`config.mk`:
```
export PLATFORM = sky130hd
export DESIGN_NAME = draw_board_grid
export DESIGN_NICKNAME = d
export VERILOG_FILES = /design/src/rtl/draw_board_grid_pkg.sv /design/src/rtl/draw_board_grid_board_flash_timer.sv /design/src/rtl/draw_board_grid.sv
export SDC_FILE = /design/constraint.sdc
export NUM_CORES = 1
export LEC_CHECK = 0
export CORE_MARGIN = 2
export CORE_UTILIZATION = 50
export CTS_CLUSTER_DIAMETER = 30
export DETAILED_ROUTE_END_ITERATION = 7
export PLACE_DENSITY = 0.73
export SLEW_MARGIN = 20
export SYNTH_ARGS = -nofsm -noshare
export SYNTH_HDL_FRONTEND = slang
export SYNTH_SLANG_ARGS = --single-unit
```
`constraint.sdc`:
```
create_clock -name pclk -period 2.7 [get_ports pclk]
set_clock_uncertainty 0.1 [all_clocks]
set_input_delay 0.54 -clock pclk [delete_from_list [all_inputs] [get_ports pclk]]
set_output_delay 0.54 -clock pclk [all_outputs]
set_load 0.01 [all_outputs]
```
`src/rtl/draw_board_grid_pkg.sv`:
```
// Shared constants for the brick-field renderer: default colours, brick geometry, VGA sizes.
// Also provides the edge-position helper used by the hit decode.
package draw_board_grid_pkg;

    localparam int unsigned H_SIZE = 800;
    localparam int unsigned V_SIZE = 600;

    localparam logic [11:0] DEF_BG_COLOR    = 12'h888;
    localparam logic [11:0] DEF_FLASH_COLOR = 12'hfff;

    localparam int unsigned DEF_X0       = 112;
    localparam int unsigned DEF_Y0       = 60;
    localparam int unsigned DEF_B_WIDTH  = 128;
    localparam int unsigned DEF_B_HEIGHT = 40;
    localparam int unsigned DEF_GAP_X    = 16;
    localparam int unsigned DEF_GAP_Y    = 16;

    localparam int unsigned IDX_W = 3;

    function automatic logic [11:0] edge_lo(input int unsigned origin, input int unsigned idx,
                                            input int unsigned size, input int unsigned gap);
        return 12'(origin + idx * (size + gap));
    endfunction

endpackage

```
`src/rtl/draw_board_grid_board_flash_timer.sv`:
```
// Per-brick flash down-counter: loads on destruction, clears on restore, counts frame ticks.
module board_flash_timer #(
    parameter logic [7:0] LOAD_VALUE = 8'd8
) (
    input  logic pclk,
    input  logic reset,
    input  logic load,
    input  logic clear,
    input  logic tick,
    output logic active
);

    logic [7:0] count;

    always_ff @(posedge pclk) begin
        if (reset) begin
            count <= '0;
        end else if (clear) begin
            count <= '0;
        end else if (load) begin
            count <= LOAD_VALUE;
        end else if (tick && count != '0) begin
            count <= count - 8'd1;
        end
    end

    assign active = (count != '0);

endmodule

```
`src/rtl/draw_board_grid.sv`:
```
// Brick-grid renderer over VGA timing: frame-shadowed brick map, per-brick flash, 2-clock pipeline.
module draw_board_grid
    import draw_board_grid_pkg::*;
#(
    parameter int unsigned ROWS         = 4,
    parameter int unsigned COLS         = 4,
    parameter int unsigned X0           = DEF_X0,
    parameter int unsigned Y0           = DEF_Y0,
    parameter int unsigned B_WIDTH      = DEF_B_WIDTH,
    parameter int unsigned B_HEIGHT     = DEF_B_HEIGHT,
    parameter int unsigned GAP_X        = DEF_GAP_X,
    parameter int unsigned GAP_Y        = DEF_GAP_Y,
    parameter logic [12*ROWS-1:0] ROW_COLORS = {12'hf22, 12'hfa2, 12'h2f2, 12'h22f},
    parameter logic [11:0] BG_COLOR     = DEF_BG_COLOR,
    parameter logic [11:0] FLASH_COLOR  = DEF_FLASH_COLOR,
    parameter int unsigned FLASH_FRAMES = 8
) (
    input  logic                 pclk,
    input  logic                 reset,
    input  logic [10:0]          hcount_in,
    input  logic                 hsync_in,
    input  logic                 hblnk_in,
    input  logic [10:0]          vcount_in,
    input  logic                 vsync_in,
    input  logic                 vblnk_in,
    input  logic [ROWS*COLS-1:0] blocks_in,
    output logic [10:0]          hcount_out,
    output logic                 hsync_out,
    output logic                 hblnk_out,
    output logic [10:0]          vcount_out,
    output logic                 vsync_out,
    output logic                 vblnk_out,
    output logic [ROWS*COLS-1:0] blocks_out,
    output logic                 cleared_out,
    output logic [11:0]          rgb_out
);

    localparam int unsigned N = ROWS * COLS;

    logic         vblnk_q;
    logic         tick;
    logic [N-1:0] shadow;
    logic [N-1:0] active;

    always_ff @(posedge pclk) begin
        if (reset) vblnk_q <= 1'b0;
        else       vblnk_q <= vblnk_in;
    end

    assign tick = vblnk_in & ~vblnk_q;

    always_ff @(posedge pclk) begin
        if (reset)     shadow <= '0;
        else if (tick) shadow <= blocks_in;
    end

    // Counters compare the old shadow against the incoming map to see which edge each brick takes.
    for (genvar i = 0; i < N; i++) begin : g_timer
        board_flash_timer #(.LOAD_VALUE(8'(FLASH_FRAMES))) u_timer (
            .pclk   (pclk),
            .reset  (reset),
            .load   (tick & ~shadow[i] &  blocks_in[i]),
            .clear  (tick &  shadow[i] & ~blocks_in[i]),
            .tick   (tick),
            .active (active[i])
        );
    end

    logic [11:0]     hx, vy;
    logic [COLS-1:0] col_hit;
    logic [ROWS-1:0] row_hit;

    assign hx = {1'b0, hcount_in};
    assign vy = {1'b0, vcount_in};

    for (genvar c = 0; c < COLS; c++) begin : g_col
        localparam logic [11:0] LO = edge_lo(X0, c, B_WIDTH, GAP_X);
        localparam logic [11:0] HI = LO + 12'(B_WIDTH - 1);
        assign col_hit[c] = (hx >= LO) && (hx <= HI);
    end

    for (genvar r = 0; r < ROWS; r++) begin : g_row
        localparam logic [11:0] LO = edge_lo(Y0, r, B_HEIGHT, GAP_Y);
        localparam logic [11:0] HI = LO + 12'(B_HEIGHT - 1);
        assign row_hit[r] = (vy >= LO) && (vy <= HI);
    end

    logic [IDX_W-1:0] col_idx, row_idx;

    always_comb begin
        col_idx = '0;
        row_idx = '0;
        for (int unsigned c = 0; c < COLS; c++) if (col_hit[c]) col_idx = IDX_W'(c);
        for (int unsigned r = 0; r < ROWS; r++) if (row_hit[r]) row_idx = IDX_W'(r);
    end

    logic [10:0]      hcount_s1, vcount_s1;
    logic             hsync_s1, hblnk_s1, vsync_s1, vblnk_s1, hit_s1;
    logic [IDX_W-1:0] col_s1, row_s1;

    always_ff @(posedge pclk) begin
        if (reset) begin
            hcount_s1 <= '0;
            vcount_s1 <= '0;
            hsync_s1  <= 1'b0;
            hblnk_s1  <= 1'b0;
            vsync_s1  <= 1'b0;
            vblnk_s1  <= 1'b0;
            hit_s1    <= 1'b0;
            col_s1    <= '0;
            row_s1    <= '0;
        end else begin
            hcount_s1 <= hcount_in;
            vcount_s1 <= vcount_in;
            hsync_s1  <= hsync_in;
            hblnk_s1  <= hblnk_in;
            vsync_s1  <= vsync_in;
            vblnk_s1  <= vblnk_in;
            hit_s1    <= (|col_hit) & (|row_hit);
            col_s1    <= col_idx;
            row_s1    <= row_idx;
        end
    end

    logic        sel_shadow, sel_active;
    logic [11:0] row_color, rgb_next;

    always_comb begin
        sel_shadow = 1'b0;
        sel_active = 1'b0;
        row_color  = BG_COLOR;
        for (int unsigned r = 0; r < ROWS; r++) begin
            if (row_s1 == IDX_W'(r)) row_color = ROW_COLORS[r*12 +: 12];
            for (int unsigned c = 0; c < COLS; c++) begin
                if (row_s1 == IDX_W'(r) && col_s1 == IDX_W'(c)) begin
                    sel_shadow = shadow[r*COLS + c];
                    sel_active = active[r*COLS + c];
                end
            end
        end

        if (hblnk_s1 || vblnk_s1) rgb_next = '0;
        else if (!hit_s1)         rgb_next = BG_COLOR;
        else if (!sel_shadow)     rgb_next = row_color;
        else if (sel_active)      rgb_next = FLASH_COLOR;
        else                      rgb_next = BG_COLOR;
    end

    always_ff @(posedge pclk) begin
        if (reset) begin
            hcount_out  <= '0;
            vcount_out  <= '0;
            hsync_out   <= 1'b0;
            hblnk_out   <= 1'b0;
            vsync_out   <= 1'b0;
            vblnk_out   <= 1'b0;
            rgb_out     <= '0;
            blocks_out  <= '0;
            cleared_out <= 1'b0;
        end else begin
            hcount_out  <= hcount_s1;
            vcount_out  <= vcount_s1;
            hsync_out   <= hsync_s1;
            hblnk_out   <= hblnk_s1;
            vsync_out   <= vsync_s1;
            vblnk_out   <= vblnk_s1;
            rgb_out     <= rgb_next;
            blocks_out  <= shadow;
            cleared_out <= (&shadow) & ~(|active);
        end
    end

endmodule
```
==> out/qor.yml <==
portBuffers: 98
path_class: "register to register"
gp_congestion: 0.901
cts_sinks: 225
ys_ff_latch: 225
whs_ns: 0.249
max_cap_viol_count: 0
power_density_nw_per_um2: 1150
synth_seq_area_share: 0.455
diodes: 0
synth_area_leaders: "dfxtp_1 (45%), nor2_1 (6.1%), xnor2_1 (5.5%)"
synth_area_leader_cell: "dfxtp_1"
p_switching_mw: 5.03
core_area_sq_um: 19500
crit_fanout: 16
cp_slowest_stage_delay_ns: 0.73
synth_top_cell_area_share: 0.455
pwr-share-comb: 0.323
numCtsBuffers: 44
yosysUniqueCellTypes: 67
p_clk_frac: 0.358
fin_crit_sh: 0.939
grt_pass1_wl_microns: 36600
tns_ns: 0
switching_share: 0.339
critPathLaunchType: "register"
design.die.area_sq_um: 21000
drc: 0
fin_crit_ns: 2.54
cp_cell_sequence: "mux4_1 > nand2_1 > a2bb2oi_1 > o22ai_1 > nand2_1 > o31a_1"
power_frac_seq: 0.319
worstSetupEndpointType: "register"
cts_tree: "yes"
grt_usage: 0.215
syn2layout_area_growth_pct: 30.2
syn_inst: 1119
internal-power_mw: 9.82
cts_setup_buffers: 0
hold_path_class: "input port to register"
worst_pin_slew_ns: 0.764
vias: 8279
hold_viol: 0
max_clock_freq_mhz: 394
clock_latency_ns: 0.52
drt_iter0_markers: 557
ant_nets: 0
cp_data_required_time_ns: 3.01
final_cell_count_no_fill: 1574
leakage_nw: 4.87
arrival_ns: 2.84
critical_path.slowest_cell: "dfxtp_1"
cts.hold.buffers_added: 0
avgViaCountPerCell: 5.26
avgSynthCellArea_sq_um: 8.85
postCtsResizedCells: 0
status: "completed"
place_hpwl_microns: 15700
grt_overflow: 0
dr.pass1.iters: 5
antenna_found_initial: 0
grt_max_degree: 76
grt_pass1_vias: 7735
boundaryPins: 99
synth_fp_nets: 1192
fp-row-count: 51
yosysWarnings: 0
nNetsFinal: 1348
path_clk_slew_ns: 0.05
clock_path_buffers: 3
drive_gt1_frac: 0.107
drv_slew: 0
fp.dieW_microns: 145
clockRootBuffer: "clkbuf_16"
wl_microns: 22700
synth-edff-count: 0
finalSetupViolCount: 0
ir_worst_vdd_mv: 0.693
async_flop_share: 0
htree_levels: 2
chipHeight_microns: 145
rsz0062_at_grt: "false"
drt-wirelength-per-cell_microns: 14.4
crit_family: "flip-flops"
syn_area_sq_um: 9910
worst_path_most_repeated_cell: "nand2_1"
ys.flop_type: "dfxtp_1"
relSlewSlack: 0.486
fillers: 1559
start_util: 0.509
dp.cells: 1494
worst-path-buf-inv: 0
[cell usage after synthesis (3+ instances only)]
cell type,number
o21a_1,4
o22ai_1,4
mux2i_1,4
nor3b_1,8
o211ai_1,9
a211oi_1,22
nand4_1,12
nand2b_1,6
nor4b_1,4
nand4b_1,5
xor2_1,48
buf_1,3
a31oi_1,10
or3_1,21
buf_4,5
a21oi_1,60
nor3_1,18
inv_1,46
nor4_1,26
nor2b_1,74
nand3_1,23
xnor2_1,62
o21ai_0,21
o21ai_1,16
buf_2,6
and2_1,3
or4_1,4
dfxtp_1,225
nand2_1,94
clkbuf_1,19
o31ai_1,10
ha_1,29
nor2_1,161
nand3b_1,12
[worst register-to-register path: cells and delay by family, from the launching register on]
kind | cells | cell delay (ns)
compound gates | 3 | 0.70
flops | 1 | 0.73
simple gates | 2 | 0.27
mux | 1 | 0.63
[worst paths after layout]
| check | to | depth (start not counted) | from | slack, ns |
|---|---|---|---|---|
| max | rgb_out[11]$_SDFF_PP0_ | 6 | col_s1[0]$_SDFF_PP0_ | 0.16 |
| min | rgb_out[11]$_SDFF_PP0_ | 3 | reset | 0.25 |
| max reg2reg | rgb_out[11]$_SDFF_PP0_ | 6 | col_s1[0]$_SDFF_PP0_ | 0.16 |
| min reg2reg | vcount_out[3]$_SDFF_PP0_ | 1 | vcount_s1[3]$_SDFF_PP0_ | 0.33 |
[cell usage in the layout, fill, tap and decap left out, types with 4 or more instances in the layout]
master / count
dfxtp_1: 225
nor2_1: 161
clkdlybuf4s50_1: 97
nand2_1: 94
nor2b_1: 73
xnor2_1: 62
a21oi_1: 60
buf_4: 49
xor2_1: 48
inv_1: 46
clkbuf_16: 45
ha_1: 29
nor4_1: 26
nand3_1: 23
a211oi_1: 22
o21ai_0: 21
or3_1: 21
nor3_1: 18
o21ai_1: 16
nand3b_1: 12
nand4_1: 12
a31oi_1: 10
o31ai_1: 10
o211ai_1: 9
nor3b_1: 8
clkbuf_8: 7
clkinv_4: 6
clkbuf_1: 6
clkinvlp_4: 6
nand4b_1: 5
nand2b_1: 5
o21a_1: 4
nor4b_1: 4
or4_1: 4
mux2i_1: 4
o22ai_1: 4
[through the flow]
stage / total power, mW / cell area (sq um) / utilization / worst slack [ns]
after floorplan: 8.13 / 9910 / - / 0.593
after global placement: 9.36 / 11400 / 0.586 / 0.141
after detailed placement: 9.50 / 11400 / 0.586 / 0.0839
after CTS: 14.9 / 12900 / 0.663 / 0.216
after global routing: 15.8 / 12900 / 0.663 / 0.0395
final: 14.9 / 12900 / 0.663 / 0.165
[per-layer routing]
layer  wire length (microns)  up-vias  global-route usage
li1                        -     4168                   -
met3                    1180       43              0.0454
met2                   11200      207               0.372
met4                     375        0              0.0634
met1                    9860     3861               0.271
met5                       0        -                   0
[logic make-up after synthesis]
family                   after synthesis  synth area share
AO/OA/AOI/OAI                        184             0.120
adder cells (fa/ha/maj)               29            0.0366
XOR/XNOR                             110            0.0973
multiplexers                           5           0.00670
AND/OR/NAND/NOR                      482             0.247
buffers and inverters                 84            0.0378
flip-flops                           225             0.455
[state kept, by name, summed over array words and instances (netlist names)]
name / cells
vcount_s1: 11
hblnk_out: 1
vblnk_out: 1
vcount_out: 11
col_s1: 2
vsync_s1: 1
blocks_out: 16
row_s1: 2
vsync_out: 1
hcount_out: 11
hsync_out: 1
hblnk_s1: 1
vblnk_s1: 1
hit_s1: 1
g_timer.u_timer.count: 128
hcount_s1: 11
cleared_out: 1
rgb_out: 7
hsync_s1: 1
shadow: 16
[power groups by stage]
stage | sequential, mW | combinational, mW | clock (mW)
6_report | 4.73 | 4.80 | 5.32
5_1_grt | 4.83 | 5.39 | 5.60
4_1_cts | 4.72 | 4.81 | 5.41
3_5_place_dp | 4.76 | 4.74 | 0
3_3_place_gp | 4.75 | 4.61 | 0
2_1_floorplan | 4.64 | 3.49 | 0
[cell type report]
| class | instances | area, sq um | share of cell area |
|---|---|---|---|
| repair buffers | 147 | 1360 | 0.105 |
| flip-flops and latches | 225 | 4500 | 0.349 |
| clock inverters | 22 | 246 | 0.0191 |
| clock buffers | 58 | 1240 | 0.0965 |
| multi-input cells | 810 | 5030 | 0.390 |
| inverters | 47 | 176 | 0.0137 |
| well taps | 265 | 332 | 0.0257 |
(Power assumes the default switching activity.)
